<file path="config.mk">
export PLATFORM = sky130hd
export DESIGN_NAME = rfs_bt_uart_rx_flat
export DESIGN_NICKNAME = d
export VERILOG_FILES = /design/src/rtl/rfs_uart_pkg.sv /design/src/rtl/rfs_bt_uart_rx_if.sv /design/src/rtl/rfs_uart_fifo.sv /design/src/rtl/rfs_bt_uart_rx.sv /design/src/flat_wrapper.sv
export SDC_FILE = /design/constraint.sdc
export NUM_CORES = 1
export LEC_CHECK = 0
export CELL_PAD_IN_SITES_DETAIL_PLACEMENT = 1
export CELL_PAD_IN_SITES_GLOBAL_PLACEMENT = 1
export CORE_AREA = 2 2 94 187
export CTS_CLUSTER_DIAMETER = 200
export DETAILED_ROUTE_END_ITERATION = 8
export DIE_AREA = 0 0 96 189
export GPL_TIMING_DRIVEN = 0
export PLACE_DENSITY_LB_ADDON = 0.1
export SLEW_MARGIN = 20
export SYNTH_ARGS = -nofsm -noshare
export SYNTH_HDL_FRONTEND = slang
export SYNTH_SLANG_ARGS = --single-unit
</file>
<file path="constraint.sdc">
create_clock -name clk -period 4.1 [get_ports clk]
set_clock_uncertainty 0.05 [all_clocks]
set_input_delay 0.82 -clock clk [delete_from_list [all_inputs] [get_ports clk]]
set_output_delay 0.82 -clock clk [all_outputs]
set_load 0.01 [all_outputs]
</file>
<file path="src/rtl/rfs_uart_pkg.sv">
// rtl/rfs_uart_pkg.sv - shared types and constants for the rfs Bluetooth UART receiver
//
// Purpose: receiver FSM state type, register map addresses, STATUS/CTRL bit
//          positions and default parameter values.
// Ports:   none (package).
package rfs_uart_pkg;

   typedef enum logic [2:0] {
      ST_IDLE,
      ST_START,
      ST_DATA,
      ST_STOP,
      ST_WAIT_HIGH
   } rx_state_e;

   // Register addresses
   localparam logic ADDR_DATA = 1'b0;
   localparam logic ADDR_CSR  = 1'b1;

   // STATUS bit positions
   localparam int STAT_NOT_EMPTY = 0;
   localparam int STAT_FULL      = 1;
   localparam int STAT_OVERRUN   = 2;
   localparam int STAT_FRAME_ERR = 3;
   localparam int STAT_COUNT_LSB = 4;
   localparam int STAT_COUNT_MSB = 8;
   localparam int STAT_IRQ_EN    = 9;

   // CTRL bit positions
   localparam int CTRL_IRQ_EN    = 0;
   localparam int CTRL_CLR_OVR   = 1;
   localparam int CTRL_CLR_FERR  = 2;

   // 50 MHz / (16 * 27) = 115 740 baud
   localparam int DEFAULT_DIV    = 27;
   localparam int DEFAULT_DEPTH  = 16;

endpackage

</file>
<file path="src/rtl/rfs_bt_uart_rx_if.sv">
// rtl/rfs_bt_uart_rx_if.sv - Avalon-MM register bus bundle for the UART receiver
//
// Purpose: groups the HPS-facing Avalon-MM slave signals.
// Signals: avs_address (0 = DATA, 1 = STATUS/CTRL), avs_read, avs_write,
//          avs_writedata[31:0], avs_readdata[31:0] (read latency 1).
// Modports: master drives the strobes, slave returns read data.
interface rfs_bt_uart_rx_if;
   import rfs_uart_pkg::*;

   logic        avs_address;
   logic        avs_read;
   logic        avs_write;
   logic [31:0] avs_writedata;
   logic [31:0] avs_readdata;

   modport master (
      output avs_address, avs_read, avs_write, avs_writedata,
      input  avs_readdata
   );

   modport slave (
      input  avs_address, avs_read, avs_write, avs_writedata,
      output avs_readdata
   );

endinterface

</file>
<file path="src/rtl/rfs_uart_fifo.sv">
// rtl/rfs_uart_fifo.sv - synchronous FIFO holding received bytes
//
// Purpose: DEPTH x WIDTH first-word-fall-through FIFO. A push while full is
//          accepted only when a pop happens in the same cycle.
// Ports:   clk, reset_n (sync, active-low), push, pop, din[WIDTH-1:0],
//          dout[WIDTH-1:0] (head entry), count (0..DEPTH), full, empty.
module rfs_uart_fifo
   import rfs_uart_pkg::*;
#(
   parameter int DEPTH = DEFAULT_DEPTH,
   parameter int WIDTH = 8
) (
   input  logic                       clk,
   input  logic                       reset_n,
   input  logic                       push,
   input  logic                       pop,
   input  logic [WIDTH-1:0]           din,
   output logic [WIDTH-1:0]           dout,
   output logic [$clog2(DEPTH):0]     count,
   output logic                       full,
   output logic                       empty
);

   localparam int AW = $clog2(DEPTH);
   localparam int CW = AW + 1;

   logic [WIDTH-1:0] mem_q [DEPTH];
   logic [AW-1:0]    wr_ptr_q, wr_ptr_d;
   logic [AW-1:0]    rd_ptr_q, rd_ptr_d;
   logic [CW-1:0]    count_q, count_d;
   logic             do_push, do_pop;

   always_comb begin
      empty   = (count_q == '0);
      full    = (count_q == CW'(DEPTH));
      do_pop  = pop && !empty;
      // A full FIFO still takes the push if the head leaves this cycle
      do_push = push && (!full || do_pop);

      wr_ptr_d = do_push ? wr_ptr_q + AW'(1) : wr_ptr_q;
      rd_ptr_d = do_pop  ? rd_ptr_q + AW'(1) : rd_ptr_q;

      case ({do_push, do_pop})
         2'b10:   count_d = count_q + CW'(1);
         2'b01:   count_d = count_q - CW'(1);
         default: count_d = count_q;
      endcase

      dout  = mem_q[rd_ptr_q];
      count = count_q;
   end

   always_ff @(posedge clk) begin
      if (!reset_n) begin
         wr_ptr_q <= '0;
         rd_ptr_q <= '0;
         count_q  <= '0;
      end else begin
         wr_ptr_q <= wr_ptr_d;
         rd_ptr_q <= rd_ptr_d;
         count_q  <= count_d;
      end
   end

   // Storage needs no reset: the pointers define what is valid
   always_ff @(posedge clk) begin
      if (do_push) begin
         mem_q[wr_ptr_q] <= din;
      end
   end

endmodule

</file>
<file path="src/rtl/rfs_bt_uart_rx.sv">
// rtl/rfs_bt_uart_rx.sv - 8N1 UART receiver with byte FIFO and Avalon-MM access
//
// Purpose: synchronizes rxd, oversamples it 16x, decodes 8N1 frames into a
//          FIFO and exposes DATA / STATUS / CTRL registers plus a level irq.
// Ports:   clk, reset_n (sync, active-low), rxd (async serial in, idles high),
//          avs (Avalon-MM slave bundle), irq (registered irq_en & not_empty).
module rfs_bt_uart_rx
   import rfs_uart_pkg::*;
#(
   parameter int DIV   = DEFAULT_DIV,
   parameter int DEPTH = DEFAULT_DEPTH
) (
   input  logic               clk,
   input  logic               reset_n,
   input  logic               rxd,
   rfs_bt_uart_rx_if.slave    avs,
   output logic               irq
);

   localparam int DW = (DIV > 1) ? $clog2(DIV) : 1;
   localparam int CW = $clog2(DEPTH) + 1;

   // ---------------------------------------------------------------- sync
   logic rxd_meta_q, rxs_q;

   // Both stages reset high so a reset never looks like a start bit
   always_ff @(posedge clk) begin
      if (!reset_n) begin
         rxd_meta_q <= 1'b1;
         rxs_q      <= 1'b1;
      end else begin
         rxd_meta_q <= rxd;
         rxs_q      <= rxd_meta_q;
      end
   end

   // ---------------------------------------------------------------- tick
   logic [DW-1:0] div_cnt_q, div_cnt_d;
   logic          tick;

   always_comb begin
      tick      = (div_cnt_q == DW'(DIV - 1));
      div_cnt_d = tick ? '0 : div_cnt_q + DW'(1);
   end

   always_ff @(posedge clk) begin
      if (!reset_n) begin
         div_cnt_q <= '0;
      end else begin
         div_cnt_q <= div_cnt_d;
      end
   end

   // ---------------------------------------------------------------- FSM
   rx_state_e  state_q;
   logic [3:0] tc_q;
   logic [2:0] bi_q;
   logic [7:0] shift_q;
   logic       rx_push_q;
   logic       ferr_set_q;

   always_ff @(posedge clk) begin
      if (!reset_n) begin
         state_q    <= ST_IDLE;
         tc_q       <= '0;
         bi_q       <= '0;
         shift_q    <= '0;
         rx_push_q  <= 1'b0;
         ferr_set_q <= 1'b0;
      end else begin
         rx_push_q  <= 1'b0;
         ferr_set_q <= 1'b0;
         if (tick) begin
            case (state_q)
               ST_IDLE: begin
                  if (!rxs_q) begin
                     state_q <= ST_START;
                     tc_q    <= '0;
                  end
               end
               ST_START: begin
                  // Eighth tick lands mid start bit; a high line here was a glitch
                  if (tc_q == 4'd7) begin
                     tc_q <= '0;
                     bi_q <= '0;
                     state_q <= rxs_q ? ST_IDLE : ST_DATA;
                  end else begin
                     tc_q <= tc_q + 4'd1;
                  end
               end
               ST_DATA: begin
                  if (tc_q == 4'd15) begin
                     tc_q    <= '0;
                     shift_q <= {rxs_q, shift_q[7:1]};
                     if (bi_q == 3'd7) begin
                        state_q <= ST_STOP;
                     end else begin
                        bi_q <= bi_q + 3'd1;
                     end
                  end else begin
                     tc_q <= tc_q + 4'd1;
                  end
               end
               ST_STOP: begin
                  if (tc_q == 4'd15) begin
                     tc_q <= '0;
                     if (rxs_q) begin
                        rx_push_q <= 1'b1;
                        state_q   <= ST_IDLE;
                     end else begin
                        ferr_set_q <= 1'b1;
                        state_q    <= ST_WAIT_HIGH;
                     end
                  end else begin
                     tc_q <= tc_q + 4'd1;
                  end
               end
               ST_WAIT_HIGH: begin
                  // Stay out of IDLE until the line recovers, else a held-low
                  // line would be decoded as a stream of 0x00 frames
                  if (rxs_q) begin
                     state_q <= ST_IDLE;
                  end
               end
               default: state_q <= ST_IDLE;
            endcase
         end
      end
   end

   // ---------------------------------------------------------------- FIFO
   logic [7:0]    fifo_dout;
   logic [CW-1:0] fifo_count;
   logic          fifo_full, fifo_empty, fifo_pop;

   rfs_uart_fifo #(
      .DEPTH (DEPTH),
      .WIDTH (8)
   ) u_fifo (
      .clk     (clk),
      .reset_n (reset_n),
      .push    (rx_push_q),
      .pop     (fifo_pop),
      .din     (shift_q),
      .dout    (fifo_dout),
      .count   (fifo_count),
      .full    (fifo_full),
      .empty   (fifo_empty)
   );

   // ---------------------------------------------------------------- registers
   logic [31:0] readdata_q, readdata_d;
   logic        irq_en_q, irq_en_d;
   logic        ovr_q, ovr_d;
   logic        ferr_q, ferr_d;
   logic        irq_q, irq_d;
   logic [31:0] status_word;
   logic        csr_wr, ovr_set;
   logic        unused_wdata;

   assign unused_wdata = ^avs.avs_writedata[31:3];

   always_comb begin
      status_word                                = '0;
      status_word[STAT_NOT_EMPTY]                = !fifo_empty;
      status_word[STAT_FULL]                     = fifo_full;
      status_word[STAT_OVERRUN]                  = ovr_q;
      status_word[STAT_FRAME_ERR]                = ferr_q;
      status_word[STAT_COUNT_MSB:STAT_COUNT_LSB] = 5'(fifo_count);
      status_word[STAT_IRQ_EN]                   = irq_en_q;

      fifo_pop = avs.avs_read && (avs.avs_address == ADDR_DATA) && !fifo_empty;
      csr_wr   = avs.avs_write && (avs.avs_address == ADDR_CSR);

      readdata_d = readdata_q;
      if (avs.avs_read) begin
         if (avs.avs_address == ADDR_DATA) begin
            readdata_d = fifo_empty ? 32'd0 : {23'd0, 1'b1, fifo_dout};
         end else begin
            readdata_d = status_word;
         end
      end

      irq_en_d = csr_wr ? avs.avs_writedata[CTRL_IRQ_EN] : irq_en_q;

      // Clear first, then set, so a coincident set wins
      ovr_set = rx_push_q && fifo_full && !fifo_pop;
      ovr_d   = ovr_q;
      if (csr_wr && avs.avs_writedata[CTRL_CLR_OVR]) ovr_d = 1'b0;
      if (ovr_set) ovr_d = 1'b1;

      ferr_d = ferr_q;
      if (csr_wr && avs.avs_writedata[CTRL_CLR_FERR]) ferr_d = 1'b0;
      if (ferr_set_q) ferr_d = 1'b1;

      irq_d = irq_en_q && !fifo_empty;
   end

   always_ff @(posedge clk) begin
      if (!reset_n) begin
         readdata_q <= '0;
         irq_en_q   <= 1'b0;
         ovr_q      <= 1'b0;
         ferr_q     <= 1'b0;
         irq_q      <= 1'b0;
      end else begin
         readdata_q <= readdata_d;
         irq_en_q   <= irq_en_d;
         ovr_q      <= ovr_d;
         ferr_q     <= ferr_d;
         irq_q      <= irq_d;
      end
   end

   assign avs.avs_readdata = readdata_q;
   assign irq              = irq_q;

endmodule

</file>
<file path="src/flat_wrapper.sv">
// flat-port wrapper written by rule: the top's interface ports become plain ports
module rfs_bt_uart_rx_flat import rfs_uart_pkg::*;
#(
   parameter int DIV   = DEFAULT_DIV,
   parameter int DEPTH = DEFAULT_DEPTH
)
  (clk, reset_n, rxd, irq, avs_avs_address, avs_avs_read, avs_avs_write, avs_avs_writedata, avs_avs_readdata);
  rfs_bt_uart_rx_if avs_i ();
  input  logic clk;
  input  logic reset_n;
  input  logic rxd;
  output logic irq;
  input wire logic [$bits(avs_i.avs_address)-1:0] avs_avs_address;
  input wire logic [$bits(avs_i.avs_read)-1:0] avs_avs_read;
  input wire logic [$bits(avs_i.avs_write)-1:0] avs_avs_write;
  input wire logic [$bits(avs_i.avs_writedata)-1:0] avs_avs_writedata;
  output wire logic [$bits(avs_i.avs_readdata)-1:0] avs_avs_readdata;
  assign avs_i.avs_address = avs_avs_address;
  assign avs_i.avs_read = avs_avs_read;
  assign avs_i.avs_write = avs_avs_write;
  assign avs_i.avs_writedata = avs_avs_writedata;
  assign avs_avs_readdata = avs_i.avs_readdata;
  rfs_bt_uart_rx #(.DIV(DIV), .DEPTH(DEPTH)) u_core (.clk(clk), .reset_n(reset_n), .rxd(rxd), .avs(avs_i), .irq(irq));
endmodule
</file>
Yosys cells after proc, flatten, opt, wreduce, memory -nomap -nowiden
Memories as Yosys holds them, arrays and structs flattened. A register that Yosys moved wholly into a read port is not among the register bits.
Index checks and enable logic that the tools add are counted.
{ "op_classes": {"addsub": 7, "n_eq_ne": 18, "muxes": 30, "bitwise_logic": 2, "reduce_logical": 28} }
{ "ops": {"columns": ["op", "count"], "rows": [
  ["32-bit 2-to-1 mux", 1],
  ["3-bit 2-to-1 mux", 10],
  ["4-bit 2-to-1 mux", 5],
  ["3-bit case mux with 5 select lines", 1],
  ["4-bit by 1-bit adder with 4-bit output (second input constant)", 3],
  ["4-bit case mux with 3 select lines", 1],
  ["5-bit by 1-bit adder with 5-bit output (second input constant)", 2],
  ["5-bit == test (second input constant)", 2],
  ["1-bit logical AND", 10],
  ["2-bit by 1-bit inequality test with 1-bit output (second input constant)", 5],
  ["5-bit case mux with 2 select lines", 1],
  ["9-bit 2-to-1 mux", 1],
  ["1-bit 2-to-1 mux", 8],
  ["2-bit nonzero test", 4],
  ["7-bit AND reduction", 1],
  ["3-bit by 2-bit == test with 1-bit output (second input constant)", 2],
  ["3-bit == test (second input constant)", 2],
  ["3-bit case mux with 2 select lines", 1],
  ["3-bit AND reduction", 2],
  ["5-bit zero test", 1],
  ["5-bit AND reduction", 1],
  ["5-bit by 1-bit subtractor with 5-bit output (second input constant)", 1],
  ["4-bit by 3-bit == test with 1-bit output (second input constant)", 1],
  ["4-bit == test (second input constant)", 1],
  ["other kinds (13)", 18]
]} }
{ "word_totals": {"reg_bits": 76, "mem_bits_rw": 128, "mem_count": 1} }
{ "mem_list": {"columns": ["name", "words", "width", "rd", "rd_clocked_by_memory_dff", "wr", "line_no", "text"], "rows": [
  ["u_core.u_fifo.mem_q", 16, 8, 1, 1, 1, "rfs_uart_fifo.sv:27", "logic [WIDTH-1:0] mem_q [DEPTH];"]
]} }

Longest topological paths before layout
Gate-level depths: netlist of run 1.
{ "depth": {"word_depth": 8, "mapped_depth": 13} }

By module
From an unflattened synthesis of run 1, not the netlist that was laid out.
{ "hier_totals": {"hier_cells": 550, "area_unflattened_um2": 7807.5} }
{ "modules_own_cells": {"columns": ["mod", "n_inst", "cells_per_inst", "area_per_inst_um2"], "rows": [
  ["rfs_uart_fifo", 1, 321, 5839.4],
  ["rfs_bt_uart_rx", 1, 229, 1968.1]
]} }

Least setup slack after synthesis of run 1
Ideal clock, no wire load.
{ "synth_timing": {"path_type": "input -> register", "startpoint": "input port avs_avs_address", "endpoint": "register u_core.u_fifo.count_q[4] (netlist: u_core.u_fifo.count[4])", "setup_time_ns": 0.070, "arrival_time_ns": 3.163, "setup_slack_ns": 0.817, "cell_stages": 12, "path_buffers": 1, "cell_sequence": "clkbuf_1 -> nand2b_1 -> a31oi_2 -> inv_2 -> ha_1 -> xor2_1 -> ha_1 -> a211o_1 -> a21oi_1 -> a221oi_1 -> or3_1 -> a21boi_1"} }
{ "synth_via": {"elab_chain_len": 8, "elab_cells_between_ends": 10} }
{ "synth_lines": {"columns": ["element", "line_no", "text"], "rows": [
  ["start: declaration", "flat_wrapper.sv:13", "input wire logic [$bits(avs_i.avs_address)-1:0] avs_avs_address;"],
  ["1-bit NOT (*)", "rfs_bt_uart_rx.sv:172", "fifo_pop = avs.avs_read && (avs.avs_address == ADDR_DATA) && !fifo_empty;"],
  ["1-bit logical AND (*) (2 in a row)", "rfs_bt_uart_rx.sv:172", null],
  ["1-bit logical AND (*)", "rfs_uart_fifo.sv:36", "do_pop = pop && !empty;"],
  ["1-bit logical OR", "rfs_uart_fifo.sv:38", "do_push = push && (!full || do_pop);"],
  ["1-bit logical AND", "rfs_uart_fifo.sv:38", null],
  ["2-bit by 1-bit == test with 1-bit output or 2-bit == test (tied branches)", "rfs_uart_fifo.sv:43", "case ({do_push, do_pop})"],
  ["5-bit case mux with 2 select lines or 2-bit nonzero test (tied branches)", null, null],
  ["end signal: assignment", "rfs_uart_fifo.sv:61", "count_q <= count_d;"],
  ["end: declaration", "rfs_uart_fifo.sv:30", "logic [CW-1:0] count_q, count_d;"]
]} }
Every way passes the cells marked *; elsewhere a longest branch is shown, timed or not.
A chain may end at the register's enable or synchronous reset.

Final worst setup path of run 1
{ "layout_timing": {"startpoint": "input port avs_avs_read", "endpoint": "register u_core.u_fifo.count_q[4] (netlist: u_core.u_fifo.count[4])"} }
{ "layout_via": {"elab_chain_len": 7, "elab_cells_between_ends": 9} }
{ "layout_lines": {"columns": ["element", "line_no", "text"], "rows": [
  ["start: declaration", "flat_wrapper.sv:14", "input wire logic [$bits(avs_i.avs_read)-1:0] avs_avs_read;"],
  ["1-bit logical AND (*) (2 in a row)", "rfs_bt_uart_rx.sv:172", null],
  ["1-bit logical AND (*)", "rfs_uart_fifo.sv:36", null],
  ["1-bit logical OR", "rfs_uart_fifo.sv:38", null],
  ["1-bit logical AND", "rfs_uart_fifo.sv:38", null],
  ["2-bit by 1-bit == test with 1-bit output or 2-bit == test (tied branches)", "rfs_uart_fifo.sv:43", null],
  ["5-bit case mux with 2 select lines or 2-bit nonzero test (tied branches)", null, null]
]} }
Marks and branches as above.

==> results.cfg, run 1 <==
[synth]
syn_inst = 543
synth_area_per_cell_um2 = 14.6
synth_top_area_share_pct = 48.6
synthArstFlopShare_pct = 0
ys_ff_latch = 186
yosysWarnings = 0
yosysSeqAreaShare_pct = 63.3
syn_area_um2 = 7910
synth_ff_type = edfxtp_1
synth-edff-count = 128
synth_cell_types = 62
yosysTopAreaCell = edfxtp_1
synthTopCellsByArea = edfxtp_1, dfxtp_1, mux4_2

[placement]
place.gp.congestion = 0.803
hpwl_um = 13100
dpl_worst_slack_ps = 213
port_buffers = 18
place_area_um2 = 8430

[sta]
tightest_slew_ps = 857
fin_tns_setup_ps = 0
fmax_ghz = 0.293
setup_violations = 0
setup_ws_ps = 691
layout_min_cycle_time_ps = 3410
slew_violations = 0
slew_headroom_pct = 42.8
hold_viol = 0
min_period_over_period_pct = 83.1
grt_setup_unrepaired = no

[clock_tree]
cts_tree = yes
insertion_delay_ps = 430
cts_buffer_depth = 2
ctsHoldBuffers = 0
clock_sinks = 186
cts.reportedPaths.clkPinSlew_ps = 70
cts-root-buf = clkbuf_16
cts_made_buffers = 17
post_cts_resized = 0
htree_levels = 4
post-cts-setup-buffers = 0

[detailed_routing]
wl_per_cell_um = 21.8
ant_nets = 0
vias = 4551
drt-initial-drc-count = 176
drc = 0
drt-total-wl_um = 17900
via_per_inst = 5.54
firstDrtPassIters = 4

[worst_setup_path]
critPathArrivalTime_ps = 3730
worstSetupPathType = in2reg
r2r_setup_slack_ps = 800
timing.rr.end = u_core.u_fifo.count[4]
end_kind = register
rr_worst_depth = 13
reg2reg_from = u_core.u_fifo.count[1]
cp.required_ps = 4420
cp_max_fo = 9
start_kind = input port

[min_path]
worstHoldStart = u_core.rxd_meta_q
holdPathEnd = u_core.rxs_q
holdPathStages = 1
hp-class = reg2reg

[pwr]
cellPowerDensity_nw_per_um2 = 406
power_mw = 3.66
peakVddDrop_mv = 0.272
power_leakage_nw = 3.11

[layout]
syn2layout_area_growth_pct = 13.8
n_antenna_cell = 0
fin_util_pct = 53.9
seqCellArea_um2 = 5000
nets = 653
drive_above_1_share_pct = 15.8
multi_input_area_um2 = 2610
fin_area_um2 = 9000
fill_cells = 1657
final_common_cell = edfxtp_1
final_cell_mix = edfxtp_1, dfxtp_1, mux2i_1

[global_route]
grt_first_pass_wirelength_um = 27900
grt_pass1_vias = 4941
antenna_found_initial = 0
grt-ovfl-total = 0
grt_max_degree = 19
grt_usage_pct = 21.7

[floorplan]
die_y_um = 189
core_area_um2 = 16700
io_pins = 71
design.die.area_um2 = 18100
rows = 67
start_util_pct = 47.4
dieWidth_um = 96

[outcome]
status = completed

[run]
maxCapViolations = 0
## cell type report
cell class / count / area share (%)
multi-input cells: 320 / 29.0
clock inverters: 11 / 1.36
repair buffers: 18 / 2.00
plain buffers: 48 / 3.67
flip-flops and latches: 186 / 55.6
inverters: 10 / 0.417
well taps: 207 / 2.88
clock buffers: 21 / 5.01
## logic make-up after synthesis
| family | after synthesis | synth area share (%) |
|---|---|---|
| AOI/OAI and AO/OA | 72 | 6.61 |
| xor gates and xnor gates | 13 | 1.44 |
| adders and majority gates | 14 | 2.22 |
| buffers and inverters | 58 | 4.65 |
| DFF | 186 | 63.3 |
| muxes | 52 | 11.0 |
| other | 1 | 0.0474 |
| and+or+nand+nor | 147 | 10.8 |
## worst max-delay path: stages
cell and delay, ps:
clkdlybuf4s50_1 510, nand2b_1 100, a31oi_2 460, inv_2 120
ha_1 340, xor2_1 180, ha_1 250, a211o_1 270
a21oi_1 140, a221oi_1 70, or3_1 310, a21boi_1 140
## flip-flops by register name, indices dropped and copies added (netlist names), named ones only
signal / flops
u_core.u_fifo.mem_q: 128
u_core.div_cnt_q: 5
u_core.u_fifo.wr_ptr_q: 4
u_core.ovr_q: 1
u_core.ferr_set_q: 1
u_core.tc_q: 4
u_core.bi_q: 3
u_core.rxd_meta_q: 1
u_core.irq: 1
u_core.u_fifo.count: 5
u_core.shift_q: 8
u_core.rx_push_q: 1
u_core.irq_en_q: 1
u_core.u_fifo.rd_ptr_q: 4
u_core.state_q: 3
u_core.ferr_q: 1
u_core.avs.avs_readdata: 10
u_core.rxs_q: 1
## power breakdown
part / internal, mW / switching [mW] / total, mW
combinational: 0.0324 / 0.0349 / 0.0673
sequential: 1.98 / 0.00414 / 1.99
clock: 0.913 / 0.689 / 1.60
total: 2.93 / 0.728 / 3.66
## Yosys cell counts, types with 4 or more instances
library cell	n
edfxtp_1	128
dfxtp_1	58
mux2i_1	26
and2_1	25
buf_4	24
nor2b_1	24
nand2_1	22
mux4_2	20
nand3_1	18
nor2_1	16
ha_1	14
a21oi_1	12
a211oi_1	11
nand2b_1	10
xnor2_1	9
a21boi_1	8
buf_2	8
clkbuf_1	8
inv_1	8
a221o_1	6
mux4_1	6
o21ai_0	6
a21boi_0	5
nand4_1	5
and3_1	4
buf_6	4
or3_1	4
xor2_1	4
## worst max path at each step
stage,endpoint,from
after global routing,u_core.u_fifo.count[4],avs_avs_read
after floorplan,u_core.u_fifo.count[4],avs_avs_address
after CTS,u_core.u_fifo.count[4],avs_avs_read
after detailed placement,u_core.u_fifo.count[4],avs_avs_read
final,u_core.u_fifo.count[4],avs_avs_read
after global placement,u_core.u_fifo.count[4],avs_avs_read
## per-layer routing
metal	vias to the layer above	track usage (%)	part of all wire, %
li1	2119	-	-
met4	0	11.1	4.7
met2	104	38.5	57
met3	39	5.17	3.2
met1	2289	23.1	36
met5	-	0	0
## stage by stage
stage | std cells | hold WS (ps)
5_1_grt | 821 | 409
4_1_cts | 821 | 380
3_3_place_gp | 789 | 344
2_1_floorplan | 564 | 336
6_report | 821 | 373
3_5_place_dp | 789 | 366
(Power assumes the default switching activity.)
==> run 2, diff against run 1 <==
Clock period 4.1 ns to 3.27 ns, I/O delays scaled along.
==> results.cfg, run 2 (synthesis gave the netlist of run 1 again) <==
[detailed_routing]
drt-total-wl_um = 18000
via_per_inst = 5.52
vias = 4558
drt-initial-drc-count = 156
firstDrtPassIters = 4
ant_nets = 0
wl_per_cell_um = 21.7
drc = 0

[layout]
nets = 658
fin_util_pct = 54.3
fin_area_um2 = 9050
final_cell_mix = edfxtp_1, dfxtp_1, buf_4
layoutNonFillerInstCount = 826
regMostFlops = u_core.u_fifo.mem_q
syn2layout_area_growth_pct = 14.5
n_antenna_cell = 0
drive_above_1_share_pct = 16.6
largest_register_ff_count = 128
final_common_cell = edfxtp_1

[sta]
tightest_slew_ps = 839
slew_headroom_pct = 44.0
setup_violations = 0
slew_violations = 0
min_period_over_period_pct = 92.5
fmax_ghz = 0.331
hold_viol = 0
fin_tns_setup_ps = 0
grt_setup_unrepaired = no
layout_min_cycle_time_ps = 3020

[worst_setup_path]
end_kind = register
worstSetupPathType = in2reg
cp_max_fo = 9
start_kind = input port
critPathArrivalTime_ps = 3340
cp.required_ps = 3590

[clock_tree]
ctsHoldBuffers = 0
cts_made_buffers = 17
htree_levels = 4
cts_buffer_depth = 2
cts_tree = yes
clock_sinks = 186
cts.reportedPaths.clkPinSlew_ps = 70
cts-root-buf = clkbuf_16
insertion_delay_ps = 430

[floorplan]
dieWidth_um = 96
io_pins = 71
rows = 67
design.die.area_um2 = 18100
start_util_pct = 47.4
die_y_um = 189
core_area_um2 = 16700

[pwr]
power_mw = 4.58
power_leakage_nw = 3.14
cellPowerDensity_nw_per_um2 = 506
peakVddDrop_mv = 0.341

[outcome]
status = completed

[placement]
place_area_um2 = 8430
hpwl_um = 13100
place.gp.congestion = 0.803
dp.cells = 789
port_buffers = 18

[global_route]
grt_usage_pct = 21.7
grt_pass1_vias = 4941
grt-ovfl-total = 0
grt_first_pass_wirelength_um = 27900
antenna_found_initial = 0
grt_max_degree = 19

[min_path]
hp-class = reg2reg

[run]
maxCapViolations = 0
-- run 2: per-layer routing --
| layer | vias up | wire, um | GRT usage, % |
|---|---|---|---|
| met5 | - | 0 | 0 |
| met4 | 0 | 709 | 11.2 |
| met3 | 36 | 608 | 5.13 |
| met2 | 105 | 10300 | 38.5 |
| met1 | 2294 | 6350 | 23.1 |
| li1 | 2123 | - | - |
-- run 2: what timing repair did --
action / 4_1_cts / 5_1_grt
gates resized for setup: 2 / 1
setup buffers: 2 / 3
pin swaps: 1 / 1
setup endpoints to repair: 1 / 1
-- run 2: layout make-up --
| cell class | instances | area (um2) |
|---|---|---|
| well taps | 207 | 259 |
| clock buffers | 21 | 450 |
| multi-input cells | 320 | 2630 |
| plain buffers | 48 | 330 |
| repair buffers | 23 | 218 |
| clock inverters | 11 | 123 |
| fillers | 1653 | 7630 |
| flip-flops and latches | 186 | 5000 |
| inverters | 10 | 37.5 |
-- run 2: critical path, cell delays in order --
cell and delay, ps:
clkdlybuf4s50_1 510, nand2b_1 130, a31oi_4 340, inv_2 110, ha_2 260, xor2_1 160, ha_1 240, a211o_1 270
a21oi_1 140, a221oi_1 70, or3_1 310, a21boi_1 140
-- run 2: report_power, final --
part	internal [mW]	total [mW]	switching [mW]
Combinational	0.0406	0.0849	0.0443
Clock	1.14	2.01	0.861
Sequential	2.49	2.49	0.00521
Total	3.67	4.58	0.910
-- run 2: per-stage QoR --
step / setup WS [ps] / hold WS (ps)
6_report: 247 / 373
2_1_floorplan: 153 / 336
4_1_cts: 108 / 380
5_1_grt: 58.3 / 409
3_5_place_dp: -451 / 366
3_3_place_gp: -405 / 344
-- run 2: path summary, 6_finish.rpt --
kind | start | to | slack (ps) | cells after the start
setup / recovery | avs_avs_read | u_core.u_fifo.count[4] | 250 | 12
hold / removal | u_core.rxd_meta_q | u_core.rxs_q | 370 | 1
setup reg to reg | u_core.u_fifo.count[2] | u_core.u_fifo.count[4] | 340 | 14
hold reg to reg | u_core.rxd_meta_q | u_core.rxs_q | 370 | 1
==> run 3, diff against run 2 <==
Settings changed: TNS_END_PERCENT from default to 30.
==> results of run 3 <==
Same layout as run 2: the final DEF is identical, and so are final timing and power.
